==> src/rtl/cla5_pkg.sv <==
// -----------------------------------------------------------------------------
// cla5_pkg
// Shared definitions for the multi-cycle 5-bit-limb carry-lookahead sequencer.
//   LIMB_W    : width of one limb (5 bits)
//   state_t   : sequencer FSM states IDLE / RUN / DONE
//   la_carry  : carry into bit k+1 of a limb in flattened lookahead form
//               (each carry is a direct sum-of-products of g/p/ci; there is
//               no chaining through the lower carries)
// -----------------------------------------------------------------------------
package cla5_pkg;

  localparam int LIMB_W = 5;

  typedef enum logic [1:0] {
    IDLE = 2'd0,
    RUN  = 2'd1,
    DONE = 2'd2
  } state_t;

  // c[k+1] = g[k] | p[k]g[k-1] | ... | p[k..1]g[0] | p[k..0]ci
  function automatic logic la_carry(
    input logic [LIMB_W-1:0] g,
    input logic [LIMB_W-1:0] p,
    input logic              ci,
    input int                k
  );
    logic c;
    logic pp;
    c  = 1'b0;
    pp = 1'b1;
    for (int j = k; j >= 0; j--) begin
      c  = c | (pp & g[j]);
      pp = pp & p[j];
    end
    return c | (pp & ci);
  endfunction

endpackage

==> src/rtl/cla5_slice.sv <==
// -----------------------------------------------------------------------------
// cla5_slice
// Combinational 5-bit carry-lookahead adder slice.
//   a5, b5 : limb operands
//   ci     : carry into bit 0
//   s5     : 5-bit slice sum
//   co     : carry out of bit 4
// -----------------------------------------------------------------------------
module cla5_slice
  import cla5_pkg::*;
(
  input  logic [LIMB_W-1:0] a5,
  input  logic [LIMB_W-1:0] b5,
  input  logic              ci,
  output logic [LIMB_W-1:0] s5,
  output logic              co
);

  logic [LIMB_W-1:0] g;
  logic [LIMB_W-1:0] p;
  logic [LIMB_W:0]   c;

  assign g    = a5 & b5;
  assign p    = a5 ^ b5;
  assign c[0] = ci;

  for (genvar gi = 0; gi < LIMB_W; gi++) begin : g_carry
    assign c[gi+1] = la_carry(g, p, ci, gi);
  end

  assign s5 = p ^ c[LIMB_W-1:0];
  assign co = c[LIMB_W];

endmodule

==> src/rtl/cla5_mp_sequencer.sv <==
// -----------------------------------------------------------------------------
// cla5_mp_sequencer
// Multi-cycle W-bit adder (W = 5*LIMBS) built around one shared 5-bit
// carry-lookahead slice. One limb is added per clock, LSB limb first, with
// the carry registered between limbs.
//
// Optional feature macro: CLA5_MP_SEQUENCER_SUB_EN
//   defined   : port sub exists; sub=1 at accept inverts b and forces the
//               carry-in to 1, giving a-b
//   undefined : port sub absent, add only
//
// Ports
//   clk        : clock, rising edge
//   rst_n      : synchronous active-low reset
//   in_valid   : operand set offered
//   in_ready   : high only in IDLE
//   a, b, cin  : operands and carry-in, captured on the accepting edge
//   sub        : subtract request (only with CLA5_MP_SEQUENCER_SUB_EN)
//   out_valid  : result held in DONE until out_ready
//   out_ready  : consumer accepts the result
//   sum        : W-bit result (keeps the previous result while IDLE)
//   cout       : carry out of the top limb
//   ovf        : two's-complement overflow of the W-bit result
//   busy       : high whenever the FSM is not IDLE
//
// Timing: accepting edge -> LIMBS RUN cycles -> DONE. out_valid is seen in
// the (LIMBS+1)-th cycle after the accepting cycle.
// -----------------------------------------------------------------------------
module cla5_mp_sequencer
  import cla5_pkg::*;
#(
  parameter int LIMBS = 4
) (
  input  logic                    clk,
  input  logic                    rst_n,
  input  logic                    in_valid,
  output logic                    in_ready,
  input  logic [LIMB_W*LIMBS-1:0] a,
  input  logic [LIMB_W*LIMBS-1:0] b,
  input  logic                    cin,
`ifdef CLA5_MP_SEQUENCER_SUB_EN
  input  logic                    sub,
`endif
  output logic                    out_valid,
  input  logic                    out_ready,
  output logic [LIMB_W*LIMBS-1:0] sum,
  output logic                    cout,
  output logic                    ovf,
  output logic                    busy
);

  localparam int W     = LIMB_W * LIMBS;
  localparam int IDX_W = $clog2(LIMBS);
  localparam logic [IDX_W-1:0] LAST_IDX = IDX_W'(LIMBS - 1);

  state_t           state_q;
  logic [IDX_W-1:0] idx_q;
  logic             carry_q;
  logic [W-1:0]     a_q;
  logic [W-1:0]     b_q;       // effective B (already inverted for subtract)
  logic [W-1:0]     sum_q;
  logic             cout_q;
  logic             ovf_q;
  logic             in_ready_q;
  logic             out_valid_q;
  logic             busy_q;

  logic [LIMB_W-1:0] a_limbs [LIMBS];
  logic [LIMB_W-1:0] b_limbs [LIMBS];
  logic [W-1:0]      sum_d;
  logic [W-1:0]      b_eff_d;
  logic              cin_eff_d;
  logic              ovf_d;
  logic [LIMB_W-1:0] s5;
  logic              co;

  // Limb views of the operands and the per-limb write of the running sum.
  for (genvar gi = 0; gi < LIMBS; gi++) begin : g_limb
    assign a_limbs[gi] = a_q[gi*LIMB_W +: LIMB_W];
    assign b_limbs[gi] = b_q[gi*LIMB_W +: LIMB_W];
    assign sum_d[gi*LIMB_W +: LIMB_W] =
      (idx_q == IDX_W'(gi)) ? s5 : sum_q[gi*LIMB_W +: LIMB_W];
  end

  cla5_slice u_slice (
    .a5 (a_limbs[idx_q]),
    .b5 (b_limbs[idx_q]),
    .ci (carry_q),
    .s5 (s5),
    .co (co)
  );

`ifdef CLA5_MP_SEQUENCER_SUB_EN
  assign b_eff_d   = sub ? ~b : b;
  assign cin_eff_d = sub ? 1'b1 : cin;
`else
  assign b_eff_d   = b;
  assign cin_eff_d = cin;
`endif

  // Only meaningful on the top limb: the slice MSB is then the result MSB.
  assign ovf_d = (a_q[W-1] == b_q[W-1]) && (s5[LIMB_W-1] != a_q[W-1]);

  always_ff @(posedge clk) begin
    if (!rst_n) begin
      state_q     <= IDLE;
      idx_q       <= '0;
      carry_q     <= 1'b0;
      a_q         <= '0;
      b_q         <= '0;
      sum_q       <= '0;
      cout_q      <= 1'b0;
      ovf_q       <= 1'b0;
      in_ready_q  <= 1'b1;
      out_valid_q <= 1'b0;
      busy_q      <= 1'b0;
    end else begin
      case (state_q)
        IDLE: begin
          if (in_valid && in_ready_q) begin
            a_q        <= a;
            b_q        <= b_eff_d;
            carry_q    <= cin_eff_d;
            idx_q      <= '0;
            state_q    <= RUN;
            in_ready_q <= 1'b0;
            busy_q     <= 1'b1;
          end
        end
        RUN: begin
          sum_q   <= sum_d;
          carry_q <= co;
          if (idx_q == LAST_IDX) begin
            state_q     <= DONE;
            cout_q      <= co;
            ovf_q       <= ovf_d;
            out_valid_q <= 1'b1;
          end else begin
            idx_q <= idx_q + 1'b1;
          end
        end
        DONE: begin
          if (out_ready) begin
            state_q     <= IDLE;
            out_valid_q <= 1'b0;
            in_ready_q  <= 1'b1;
            busy_q      <= 1'b0;
          end
        end
        default: begin
          state_q     <= IDLE;
          out_valid_q <= 1'b0;
          in_ready_q  <= 1'b1;
          busy_q      <= 1'b0;
        end
      endcase
    end
  end

  assign in_ready  = in_ready_q;
  assign out_valid = out_valid_q;
  assign sum       = sum_q;
  assign cout      = cout_q;
  assign ovf       = ovf_q;
  assign busy      = busy_q;

endmodule

==> config.mk <==
export PLATFORM = sky130hd
export DESIGN_NAME = cla5_mp_sequencer
export DESIGN_NICKNAME = d
export VERILOG_FILES = /design/src/rtl/cla5_pkg.sv /design/src/rtl/cla5_slice.sv /design/src/rtl/cla5_mp_sequencer.sv
export SDC_FILE = /design/constraint.sdc
export NUM_CORES = 1
export LEC_CHECK = 0
export ABC_AREA = 1
export CAP_MARGIN = 20
export CORE_AREA = 3 3 89 91
export DETAILED_ROUTE_END_ITERATION = 16
export DIE_AREA = 0 0 92 94
export GPL_ROUTABILITY_DRIVEN = 0
export PLACE_DENSITY = 0.66
export SLEW_MARGIN = 20
export SYNTH_ARGS = -nofsm -noshare
export SYNTH_HDL_FRONTEND = slang
export SYNTH_SLANG_ARGS = --single-unit
==> constraint.sdc <==
create_clock -name clk -period 2.4 [get_ports clk]
set_clock_uncertainty 0.2 [all_clocks]
set_input_delay 0.72 -clock clk [delete_from_list [all_inputs] [get_ports clk]]
set_output_delay 0.72 -clock clk [all_outputs]
set_load 0.05 [all_outputs]
; After elaboration in Yosys (flattened, before gate mapping)
; Index checks and enable logic that the tools add are counted.
; W data, S select, Z words.
[word_totals]
ff_bits = 70
latchBits = 0
ramBits = 0
romBits = 0
inputBits = 45
elab_cells = 111
mem_count = 0
[classes]
n_addsub = 1
multipliers = 0
div = 0
order_cmp = 1
n_eq_ne = 11
shifts = 0
mux = 23
n_bitwise = 46
n_reduce_logical = 15
[ops]
columns = cell, count
row1 = $and A1 B1 Y1, 25
row2 = $bmux W5 S2, 2
row3 = $mux W5, 4
row4 = $or A1 B1 Y1, 15
row5 = $reduce_and A2 Y1, 6
row6 = $reduce_and A3 Y1, 4
row7 = $mux W2, 5
row8 = $xor A5 B5 Y5, 2
row9 = $pmux W1 S3, 3
row10 = $ne A2 B2 Y1 const B, 4
row11 = $eq A2 B2 Y1 const B, 3
row12 = $mux W1, 6
row13 = $pmux W2 S3, 1
row14 = $and A5 B5 Y5, 1
row15 = $eq A2 B1 Y1 const B, 2
row16 = $logic_not A2 Y1, 2
row17 = $pmux W2 S2, 1
row18 = $ge A3 B3 Y1 const B, 1
row19 = $not A2 Y3, 1
row20 = $add A2 B1 Y2 const B, 1
row21 = $logic_and A1 B1 Y1, 2
row22 = $not A1 Y1, 2
row23 = $pmux W1 S2, 1
row24 = $reduce_bool A2 Y1, 1
row25 = other kinds (2), 2

; Logic depth before layout (Yosys ltp)
; Gate-level depths: netlist (run 1).
[depth]
ltp_word = 13
mapped_depth = 14
depth_no_buf = 13

; Modules after synthesis
; From an unflattened synthesis (run 1), not the netlist that was laid out.
[unflattened]
cells_unflattened = 426
hier_area_um2 = 3120.5
[modules_own_cells]
columns = module, instances, cells_per_inst, area_per_inst_um2, seq_area_each_um2
row1 = cla5_mp_sequencer, 1, 382, 2870.3, 1401.3
row2 = cla5_slice, 1, 44, 250.2, 0.0

; Worst setup path after synthesis (run 1)
; OpenSTA, ideal clock, no wires.
[synth_timing]
kind = register to register
from = reg idx_q[1]
to = reg sum_q[14], in the netlist sum[14]
arrival_ns = 1.778
required_time_ns = 2.086
slack_ns = 0.309
stages_incl_launch_ff = 14
path_buffers = 1
synth_period_minus_slack_ns = 2.091
cell_sequence = dfxtp_1 inv_1 buf_2 o21ai_0 o22ai_1 ha_1 inv_1 nand2_1 nand3_1 nand2_1 nand2_1 nand2_1 o21bai_1 inv_1
[synth_between]
elab_chain_len = 11
[synth_lines]
columns = element, line_no
row1 = start: declaration, cla5_mp_sequencer.sv:57  ; logic [IDX_W-1:0] idx_q;
row2 = start signal: assignment, cla5_mp_sequencer.sv:139  ; idx_q <= idx_q + 1'b1;
row3 = $not A2 Y3 (implied by the code), "cla5_mp_sequencer.sv:86, cla5_mp_sequencer.sv:87"
row4 = $bmux W5 S2 (on tied branches), "cla5_mp_sequencer.sv:86, cla5_mp_sequencer.sv:87"
row5 = $mux W5 (on tied branches) (2 in series), "cla5_mp_sequencer.sv:86, cla5_mp_sequencer.sv:87"
row6 = $xor A5 B5 Y5 / $and A5 B5 Y5 (equally long branches), "cla5_slice.sv:24, cla5_slice.sv:23"
row7 = $and A1 B1 Y1 (on tied branches), "cla5_pkg.sv:32, cla5_pkg.sv:33"
row8 = $or A1 B1 Y1 (tied with other cells) (2 in series), cla5_pkg.sv:32  ; c = c | (pp & g[j]);
row9 = $or A1 B1 Y1 / $and A1 B1 Y1 (equally long branches), "cla5_pkg.sv:32, cla5_pkg.sv:35"
row10 = $or A1 B1 Y1, cla5_pkg.sv:35  ; return c | (pp & ci);
row11 = $xor A5 B5 Y5, cla5_slice.sv:31  ; assign s5 = p ^ c[LIMB_W-1:0];
row12 = end signal: assignment, cla5_mp_sequencer.sv:131  ; sum_q <= sum_d;
row13 = end: declaration, cla5_mp_sequencer.sv:61  ; logic [W-1:0] sum_q;
; Parallel ways exist; a longest one is shown, timed or not. The select of a mux whose other input is x is not followed.
; A chain may end at the register's enable or synchronous reset.

; Worst setup path after layout (run 1)
[layout_timing]
from = reg idx_q[0]
to = reg ovf_q, in the netlist ovf
[layout_between]
elab_chain_len = 13
[layout_lines]
columns = element, line_no
row1 = $not A2 Y3 (implied by the code), "cla5_mp_sequencer.sv:86, cla5_mp_sequencer.sv:87"
row2 = $bmux W5 S2 (on tied branches), "cla5_mp_sequencer.sv:86, cla5_mp_sequencer.sv:87"
row3 = $mux W5 (on tied branches) (2 in series), "cla5_mp_sequencer.sv:86, cla5_mp_sequencer.sv:87"
row4 = $xor A5 B5 Y5 / $and A5 B5 Y5 (equally long branches), "cla5_slice.sv:24, cla5_slice.sv:23"
row5 = $and A1 B1 Y1 (on tied branches), "cla5_pkg.sv:32, cla5_pkg.sv:33"
row6 = $or A1 B1 Y1 (tied with other cells) (2 in series), cla5_pkg.sv:32
row7 = $or A1 B1 Y1 / $and A1 B1 Y1 (equally long branches), "cla5_pkg.sv:32, cla5_pkg.sv:35"
row8 = $or A1 B1 Y1, cla5_pkg.sv:35
row9 = $xor A5 B5 Y5, cla5_slice.sv:31
row10 = $ne A1 B1 Y1, cla5_mp_sequencer.sv:102  ; assign ovf_d = (a_q[W-1] == b_q[W-1]) && (s5[LIMB_W-1] != a_q[W-1]);
row11 = $logic_and A1 B1 Y1, cla5_mp_sequencer.sv:102
row12 = end signal: assignment, cla5_mp_sequencer.sv:136  ; ovf_q <= ovf_d;
row13 = end: declaration, cla5_mp_sequencer.sv:63  ; logic ovf_q;
; Parallel ways exist; a longest one is shown, timed or not. The select of a mux whose other input is x is not followed.

==> results of run 1 <==
-- where the power goes --
group,total [mW],internal [mW],switching [mW]
sequential,1.34,1.27,0.0670
clock,1.05,0.609,0.444
combinational,0.896,0.358,0.538
total,3.28,2.23,1.05
-- stage by stage --
stage | area (sq um) | utilization [%]
6_report | 4170 | 57.8
5_1_grt | 4170 | 57.8
4_1_cts | 4110 | 57.0
3_5_place_dp | 3890 | 53.9
3_3_place_gp | 3890 | 53.9
2_1_floorplan | 3150 | -
-- area by class of cell --
cell class                 count  share of cell area, %
multi-input combinational    284                   36.3
sequential                    70                   33.7
timing repair buffer          80                   18.0
inverter                      37                   3.63
clock buffer                  10                   3.30
tap                           99                   2.97
clock inverter                 6                   2.04
-- cell usage in the layout (no fill, tap or decap), types with 2 or more instances in the layout --
cell type        netlist  routed
buf_12                 0       3
a21oi_1               14      13
o21ai_0               70      67
ha_1                   9       9
o22ai_1                8       7
o21ai_2                1       3
inv_4                  2       2
a32oi_2                0       2
o21bai_1               6       6
clkdlybuf4s50_1        0      44
nor2_1               105     104
bufinv_16              0       2
inv_1                 28      27
clkbuf_8               0      10
o21ai_1                2       3
buf_4                  1      32
clkinv_2               0       2
dfxtp_1               70      69
nand3_1               11      10
inv_2                  5       6
nand2_2                4       6
nand2_1               32      30
clkinvlp_4             0       2
o21a_1                10      10
-- Yosys cell counts, drive strengths merged, types with 2 or more instances --
cell type  instances
o22ai              8
dfxtp             70
a211oi             2
o21bai             6
o21a              10
nand3             11
clkbuf             9
buf               12
o21ai             73
a32oi              2
a21oi             14
inv               36
nand2             38
nor2             106
ha                 9
-- kinds of logic after synthesis --
family                     after synthesis  synth area share [%]
and+or+nand+nor                        157                  21.1
xor gates and xnor gates                 2                 0.556
buffers and inverters                   58                  9.10
adders and majority gates               10                  4.21
DFF                                     70                  44.5
AOI/OAI and AO/OA                      115                  20.5
-- per-layer routing --
metal | part of all wire [%] | vias to the layer above | GRT usage, % | wire (um)
met5 | 0 | - | 0 | 0
met4 | 1.2 | 0 | 6.31 | 87
met3 | 4.7 | 9 | 4.81 | 339
met2 | 48 | 55 | 29.8 | 3420
met1 | 47 | 1235 | 21.7 | 3350
li1 | - | 1484 | - | -
-- critical path, cell delays in order, from the launching register on --
cell and delay, ps:
dfxtp_2 350, inv_1 60, buf_4 170, o21ai_0 150, o22ai_1 120, ha_1 370, nand2_1 70, inv_1 80
nand3_2 100, nand2_1 90, nand2_1 80, nand3_1 80, nand3_1 90, nand2_1 70, inv_1 30
-- flip-flops by register name, indices dropped and copies added (netlist names), 2 cells and up --
| signal | flops |
|---|---|
| sum | 20 |
| b_q | 20 |
| idx_q | 2 |
| state_q | 2 |
| a_q | 20 |
-- repair_timing --
| item | in CTS | in global routing |
|---|---|---|
| endpoints found under the setup margin | 0 | 19 |
| endpoints found under the hold margin | 0 | 0 |
| resized for setup | 0 | 17 |
| setup buffers | 0 | 0 |
-- worst paths after layout --
check,endpoint,startpoint,depth (start not counted),slack [ps]
max reg2reg,ovf,idx_q[0],14,210
min,busy,busy,2,260
max,ovf,idx_q[0],14,210
min reg2reg,busy,busy,2,260
==> results, run 1 <==
- From left edge to right edge, the die measures 92 um.
- The capturing element type of the critical path is a register.
- The number of unique standard cell types used by synthesis is 36.
- The hold violation count in the final report came to 0.
- At the worst endpoint, the required time is 2450 ps.
- STA classifies the critical path startpoint as a register.
- The number of DRC markers after the initial detailed-route iteration is 93.
- The overall power is 3.28 mW.
- The path class of the tightest hold or removal check is register to register.
- The layout has 710 filler cells.
- The final net count is 537.
- The first-pass detailed-route iteration total is 4.
- The DRC violation count after routing is 0.
- The async set or reset register ratio after synthesis is 0%.
- The total number of yosys warnings is 0.
- The routed wirelength normalized by instance count is 12.3 um.
- The maximum VDD drop is 0.308 mV.
- At the pin with the least slew margin, the transition time is 358 ps.
- The number of buffers inserted by port buffering is 69.
- Setup total negative slack on the finished layout was measured at 0 ps.
- The headroom to the max-slew limit is 75.9%.
- Entering global routing, the biggest net connects 62 pins.
- The number of placement rows is 31.
- The cell count after placement is 570.
- The count of hold buffers inserted by post-cts repair is 0.
- TritonCTS built the clock tree.
- The top cell type by total area after synthesis is dfxtp_1.
- The number of global-route vias before repair was 2652.
- The synthesis-to-layout area growth is 32.3%.
- For this run the aggregate overflow at the end of global routing stands at 0.
- The maximum buffer depth of the clock tree is 2.
- The number of max-slew violations in the final report is 0.
- The commonest register cell after synthesis is dfxtp_1.
- The top cell type by area accounts for 44.5% of the synthesized area.
- Timing would allow up to 457 MHz.
- The mean instance size in the synthesized netlist is 7.64 sq um.
- The count of flip-flops with a built-in enable after synthesis is 0.
- The I/O pin count is 70.
- The clock root buffer is clkbuf_8.
- The final cell count without fillers is 586.
- The die is 94 um tall.
- The total die area is 8650 sq um.
- The clock input transition at the sequential cells of the worst setup and hold paths is 70 ps.
- The overall routed net length is 7200 um.
- The leakage power figure is 1.83 nW.
- The final critical-path required period is 2190 ps.
- The number of vias after detailed routing is 2783.
- Registers take 1400 sq um.
- For this configuration, the core starts out at a cell density of 43.7%.
- The setup slack after placement is 95.6 ps.
- Setup violations remaining at the end of the flow were counted as 0.
- After detailed routing, the number of vias per cell comes to 4.75.
- In the synthesized netlist, the number of instances is 412.
- The initial antenna violation count is 0.
- The worst hold slack is 262 ps.
- The combined global-route utilization of all metal layers is 17.7%.
- The area taken by multi-input logic gates is 1510 sq um.
- The critical path class is register to register.
- The total number of H-tree levels is 3.
- The repair_antennas step left the layout with diodes totalling 0.
- The arrival time reported for the critical path endpoint is 2240 ps.
- The period utilization is 91.3%.
- Sorting the synthesized cells by area gives the leading types as dfxtp_1 44%, nor2_1 13%, o21ai_0 11%.
- The proportion of synthesized chip area in sequential cells is 44.5%.
- For this design the ratio of total power to cell area is 788 nW/um^2.
- The total area inside the core boundary comes to 7210 sq um.
- For this design, the sink count on the clock tree is 70.
- In the final layout, the share of cells above drive strength 1 is 17.0%.
- After synthesis the netlist holds a flip-flop and latch count of 70.
- The count of nets left with antenna violations once routing finished came out at 0.
- Setup repair after global routing could not meet its margin everywhere.
- The run finished with clean final reports.
- Setup slack on the critical path of the routed design comes to 210 ps.
- Clock tree synthesis inserted a total of 9 buffers.
- The cell area after synthesis is 3150 sq um.
- The largest fanout on the critical path is 9.
- The total of max-cap violations is 0.
- The first global-routing pass estimated 12100 um of wire.
- The post-DP HPWL is 5380 um.
- Counting every net in the synthesized netlist gives 467.
- The clock network latency to the later pin of the worst-skew pair is 350 ps.
Power figures use the tool's default switching activity.
==> inputs of run 2 (changes only) <==
==> constraint.sdc (replaced) <==
create_clock -name clk -period 2.4 [get_ports clk]
set_clock_uncertainty 0.2 [all_clocks]
set_input_delay 0.24 -clock clk [delete_from_list [all_inputs] [get_ports clk]]
set_output_delay 0.24 -clock clk [all_outputs]
set_load 0.05 [all_outputs]
==> results, run 2 (synthesized netlist as in run 1, its figures left out) <==
- The total of max-cap violations is 0 (unchanged).
- The total number of H-tree levels was 3 (unchanged).
- The period utilization is 93.1% (+1.9 points).
- The number of placement rows is 31 (unchanged).
- The area of the placeable core was 7210 sq um (unchanged).
- The number of fillers in the final layout is 703 (-0.99%).
- The headroom to the max-slew limit was 64.9% (-11 points).
- The achievable frequency is 447 MHz (-2.0%).
- The slew at the pin closest to its max-slew limit was 525 ps (+167 ps).
- Setup repair after global routing left no endpoint under its margin.
- The number of max-slew violations in the final report is 0 (unchanged).
- The area taken by multi-input logic gates came to 1490 sq um (-1.6%).
- The die boundary width is 92 um (unchanged).
- The number of buffers inserted by port buffering is 69 (unchanged).
- The via-per-instance ratio is 4.75 (about the same).
- The total overflow reported by the global router was 0 (unchanged).
- The post-DP HPWL is 5300 um (-1.5%).
- The ratio of total power to cell area is 749 nW/um^2 (-5.0%).
- The worst setup path is of the register to register kind.
- The final critical-path required period is 2240 ps (+45.4 ps).
- The overall routed net length is 7040 um (-2.2%).
- The total CTS buffers is 9 (unchanged).
- The leakage power figure came to 1.74 nW (-5.0%).
- The routed wirelength normalized by instance count is 12.1 um (-1.9%).
- STA classifies the critical path endpoint as a register.
- The storage element area is 1410 sq um (+0.45%).
- The TritonCTS clock tree is built.
- The count of hold buffers inserted by post-cts repair is 0 (unchanged).
- In the layout the commonest cells are 105 x nor2_1, 69 x clkdlybuf4s50_1, 68 x dfxtp_1.
- The post-CTS setup buffer count came to 0 (unchanged).
- STA classifies the critical path startpoint as a register.
- The initial antenna violation count is 0 (unchanged).
- The required time of the critical path was 2430 ps (-20 ps).
- The final cell count without fillers is 584 (-0.34%).
- The total of cells resized after clock tree synthesis is 0 (unchanged).
- The leading cell type in the layout, fill and taps excluded is nor2_1.
- The sink count of the clock tree is 70 (unchanged).
- The arrival time reported for the critical path endpoint was 2260 ps (+20 ps).
- The DRC violation count after routing is 0 (unchanged).
- The number of DRC markers after the initial detailed-route iteration is 79 (-15%).
- The clock network latency to the later pin of the worst-skew pair is 330 ps (-20 ps).
- The clock root buffer is clkbuf_8.
- The clock input transition at the sequential cells of the worst setup and hold paths was 70 ps (about the same).
- The maximum buffer depth of the clock tree is 2 (unchanged).
- The number of vias after detailed routing was 2772 (-0.40%).
- The final-layout setup total negative slack is 0 ps (unchanged).
- The cell count after placement is 568 (-0.35%).
- The area growth from synthesis to layout is 31.8%.
- The share of post-route cells with drive strength above 1 is 9.90% (-7.1 points).
- The count of antenna-violating nets left after detailed routing is 0 (unchanged).
- The final core area utilization was 57.5% (-0.23 points).
- The total die area is 8650 sq um (unchanged).
- The setup violation total in the final timing report is 0 (unchanged).
- The combined global-route utilization of all metal layers was 16.8% (-0.87 points).
- The hold violation count in the final report is 0 (unchanged).
- The effective utilization at floorplan is 43.7% (unchanged).
- The count of inserted antenna diode cells is 0 (unchanged).
- The largest fanout on the critical path is 14 (+5).
- The type of the most critical hold path is register to register.
- The I/O pin count came to 70 (unchanged).
- The run finished with clean final reports.
- The first-pass detailed-route iteration total is 5 (+1).
- The number of global-route vias before repair is 2561 (-3.4%).
- The chip height came to 94 um (unchanged).
- The maximum VDD drop is 0.375 mV (+22%).
- The maximum number of pins on one net before global-route repair is 41 (-34%).
- The first-pass GRT wire length came to 11600 um (-3.8%).
- The final net count is 536 (-0.19%).
-- run 2: cell count changes in the layout (fill, tap and decap cells not counted), sizes merged --
cell / before / now
bufinv: 2 / 1
clkbuf: 10 / 14
inv: 36 / 35
buf: 36 / 9
clkinv: 3 / 1
clkdlybuf4s50: 44 / 69
-- run 2: path summary, 6_finish.rpt --
kind	from	to	slack (ps)	cells after the start
max	idx_q[0]	carry_q	160	13
min	sum[11]	sum[11]	270	2
max reg2reg	idx_q[0]	carry_q	160	13
min reg2reg	sum[11]	sum[11]	270	2
-- run 2: power breakdown --
part	internal [mW]	switching, mW	total [mW]	leakage, nW
sequential	1.27	0.0690	1.34	0.576
combinational	0.349	0.521	0.870	1.07
clock	0.505	0.396	0.901	0.0908
-- run 2: layout make-up --
type                    instances  area share, %
repair inverters                1          0.181
flip-flops and latches         70           33.9
clock inverters                 1          0.724
multi-input cells             284           35.9
well taps                      99           2.98
repair buffers                 78           18.8
inverters                      37           3.74
clock buffers                  14           3.68
-- run 2: metrics by stage --
stage                     cell area, sq um  total power [mW]  hold WS, ps  setup WS, ps
final                                 4150              3.11          268           164
after detailed placement              3910              2.21          254          44.1
after floorplan                       3150              1.95          203           309
after global placement                3910              2.19          248           131
after CTS                             4090              3.11          264          12.4
after global routing                  4150              3.31          295          6.21
-- run 2: routing by layer --
layer,vias up,global-route usage [%],wire length (um)
met5,-,0,0
met4,0,5.82,62
met3,4,4.49,294
met2,64,27.9,3390
met1,1227,21.1,3300
li1,1477,-,-
-- run 2: worst max-delay path, stage by stage, from the launching register on --
cell,delay (ps)
dfxtp_4,370
inv_1,60
buf_4,170
o21ai_0,160
o22ai_1,110
ha_1,350
nand2_1,80
inv_1,30
nand3_1,110
nand2_1,90
nand2_1,80
nand2_1,90
o21ai_0,170
nor2_1,50
==> inputs of run 3 (changes only) <==
--- a/config.mk
+++ b/config.mk
@@ -7,11 +7,13 @@
 export LEC_CHECK = 0
 export ABC_AREA = 1
 export CAP_MARGIN = 20
-export CORE_AREA = 3 3 89 91
+export CELL_PAD_IN_SITES_DETAIL_PLACEMENT = 0
+export CELL_PAD_IN_SITES_GLOBAL_PLACEMENT = 1
+export CORE_AREA = 3 3 98 100
 export DETAILED_ROUTE_END_ITERATION = 16
-export DIE_AREA = 0 0 92 94
+export DIE_AREA = 0 0 101 103
 export GPL_ROUTABILITY_DRIVEN = 0
-export PLACE_DENSITY = 0.66
+export PLACE_DENSITY = 0.74
 export SLEW_MARGIN = 20
 export SYNTH_ARGS = -nofsm -noshare
 export SYNTH_HDL_FRONTEND = slang
==> results, run 3 (synthesized netlist as in run 1, its figures left out) <==
- The headroom to the max-slew limit is 66.1% (+1.2 points).
- The ratio of total power to cell area is 811 nW/um^2 (+8.2%).
- The cell area after layout is 4240 sq um (+2.2%).
- The worst setup slack after layout was 201 ps (+36.8 ps).
- The total of max-cap violations is 0 (unchanged).
- The leakage power figure is 1.79 nW (+3.1%).
- The number of vias after detailed routing is 2762 (-0.36%).
- The via-per-instance ratio is 4.64 (-2.2%).
- The first-pass GRT wire length is 12200 um (+4.6%).
- The min-delay analysis places its worst path in the category register to register.
- The worst hold slack is 271 ps (+3.25 ps).
- The count of buffer and inverter cells on the critical path was 4 (+1).
- The routed wirelength normalized by instance count is 12.7 um (+5.1%).
- From synthesis to final layout, the design area changed by 34.7%.
- The family of cells with the greatest summed delay on the critical path is simple AND/OR/NAND/NOR gates.
- The maximum buffer depth of the clock tree came to 2 (unchanged).
- The longest individual stage delay on the worst path is 360 ps (about the same).
- The total overflow reported by the global router came to 0 (unchanged).
- The final net count is 537 (+0.19%).
- The overall power is 3.44 mW (+11%).
- In the layout the commonest cells are 105 x nor2_1, 69 x dfxtp_1, 69 x clkdlybuf4s50_1.
- The post-DP HPWL is 5610 um (+5.8%).
- The total CTS buffers is 9 (unchanged).
- The slew at the pin closest to its max-slew limit was 507 ps (-18.5 ps).
- The share of post-route cells with drive strength above 1 is 10.7% (+0.78 points).
- The cell count after placement is 578 (+1.8%).
- The setup slack after placement is 88.3 ps (+44.2 ps).
- The area after detailed placement was 3940 sq um (+0.80%).
- The number of buffers inserted by port buffering is 69 (unchanged).
- The achievable frequency is 455 MHz (+1.7%).
- The final critical-path required period came to 2200 ps (-36.8 ps).
- The die boundary width is 101 um (+9.8%).
- The flow ran to the end, and the final reports show no timing, DRC or antenna violations.
- The number of placement rows is 34 (+9.7%).
- The area of the placeable core is 8760 sq um (+21%).
- The setup violation total in the final timing report came to 0 (unchanged).
- The sink count of the clock tree is 70 (unchanged).
- The effective utilization at floorplan came to 35.9% (-7.7 points).
- The required time of the critical path is 2460 ps (+30 ps).
- The DRC violation count after routing is 0 (unchanged).
- The hold violation count in the final report was 0 (unchanged).
- The final cell count without fillers is 595 (+1.9%).
- The count of inserted antenna diode cells is 0 (unchanged).
- The type of element launching the critical path is a register.
- The number of global-route vias before repair is 2552 (-0.35%).
- The final-layout setup total negative slack came to 0 ps (unchanged).
- The total number of H-tree levels is 3 (unchanged).
- The clock network latency to the later pin of the worst-skew pair is 360 ps (+30 ps).
- The number of max-slew violations in the final report came to 0 (unchanged).
- The period utilization is 91.6% (-1.5 points).
- The maximum VDD drop is 0.296 mV (-21%).
- The overall routed net length is 7550 um (+7.1%).
- The number of DRC markers after the initial detailed-route iteration is 131 (+66%).
- The final core area utilization was 48.4% (-9.1 points).
- Setup repair after global routing left no endpoint under its margin.
- The total die area came to 10400 sq um (+20%).
- TritonCTS built the clock tree.
- The largest fanout on the critical path is 9 (-5).
- The I/O pin count is 70 (unchanged).
- The arrival time reported for the critical path endpoint is 2250 ps (about the same).
- The maximum number of pins on one net before global-route repair is 63 (+54%).
- The count of antenna-violating nets left after detailed routing came to 0 (unchanged).
- The combined global-route utilization of all metal layers is 15.2% (-1.7 points).
- The clock root buffer is clkbuf_8.
- By startpoint and endpoint, the worst setup path is classified as register to register.
- The signal on the critical path passes through inv_1 -> buf_4 -> o21ai_0 -> o22ai_1 -> ha_1 -> inv_1 -> nand2_1 -> nand2_2 -> o21bai_1 -> or2_1 -> nand3_1 -> nand2_1 -> inv_1.
- The worst setup path is captured at a register.
- The first-pass detailed-route iteration total is 4 (-1).
- Among all stages on the critical path, the largest delay is contributed by dfxtp_2.
- The chip height was 103 um (+9.6%).
- The leading cell type in the layout, fill and taps excluded is nor2_1.
- The initial antenna violation count is 0 (unchanged).
- The most frequent cell on the critical path is inv_1.
- The clock input transition at the sequential cells of the worst setup and hold paths came to 80 ps (about the same).
## run 3: cell types whose count changed in the layout (fill, tap and decap cells not counted), sizes merged
cell      before  now
buf            9   11
bufinv         1    3
clkbuf        14   13
clkinvlp       2    0
inv           35   36
## run 3: power by group
group | leakage (nW) | total (mW) | internal [mW] | switching [mW]
sequential | 0.575 | 1.33 | 1.27 | 0.0655
combinational | 1.09 | 0.917 | 0.376 | 0.541
clock | 0.124 | 1.19 | 0.748 | 0.440
total | 1.79 | 3.44 | 2.39 | 1.05
## run 3: layout make-up
class	instances	area (sq um)
multi-input combinational	284	1500
inverter	37	151
fill	894	4520
tap	108	135
timing repair buffer	80	806
clock buffer	13	159
clock inverter	3	90.1
sequential	70	1400
## run 3: worst paths after layout
check,from,end,slack (ps),depth (start not counted)
worst min register to register,sum[16],sum[16],270,2
worst min-delay path,sum[16],sum[16],270,2
worst max-delay path,idx_q[0],sum[8],200,13
worst max register to register,idx_q[0],sum[8],200,13
## run 3: routing by layer
layer  track usage (%)  vias up  wire length (um)
li1                  -     1483                 -
met2              24.3       67              3490
met4              6.13        0               125
met5                 0        -                 0
met3              3.72       12               367
met1              19.7     1200              3560
## run 3: repair_timing
item / CTS / global route
setup buffers: 0 / 1
endpoints found under the hold margin: 0 / 0
endpoints found under the setup margin: 0 / 13
gates resized for setup: 0 / 13
hold buffers: 0 / 0
## run 3: worst register-to-register path, delay by kind of cell (launching register included)
| kind | cells | cell delay (ps) |
|---|---|---|
| fa+ha+maj | 1 | 320 |
| simple gates | 5 | 500 |
| compound gates | 3 | 420 |
| buf+inv | 4 | 310 |
| flops | 1 | 360 |
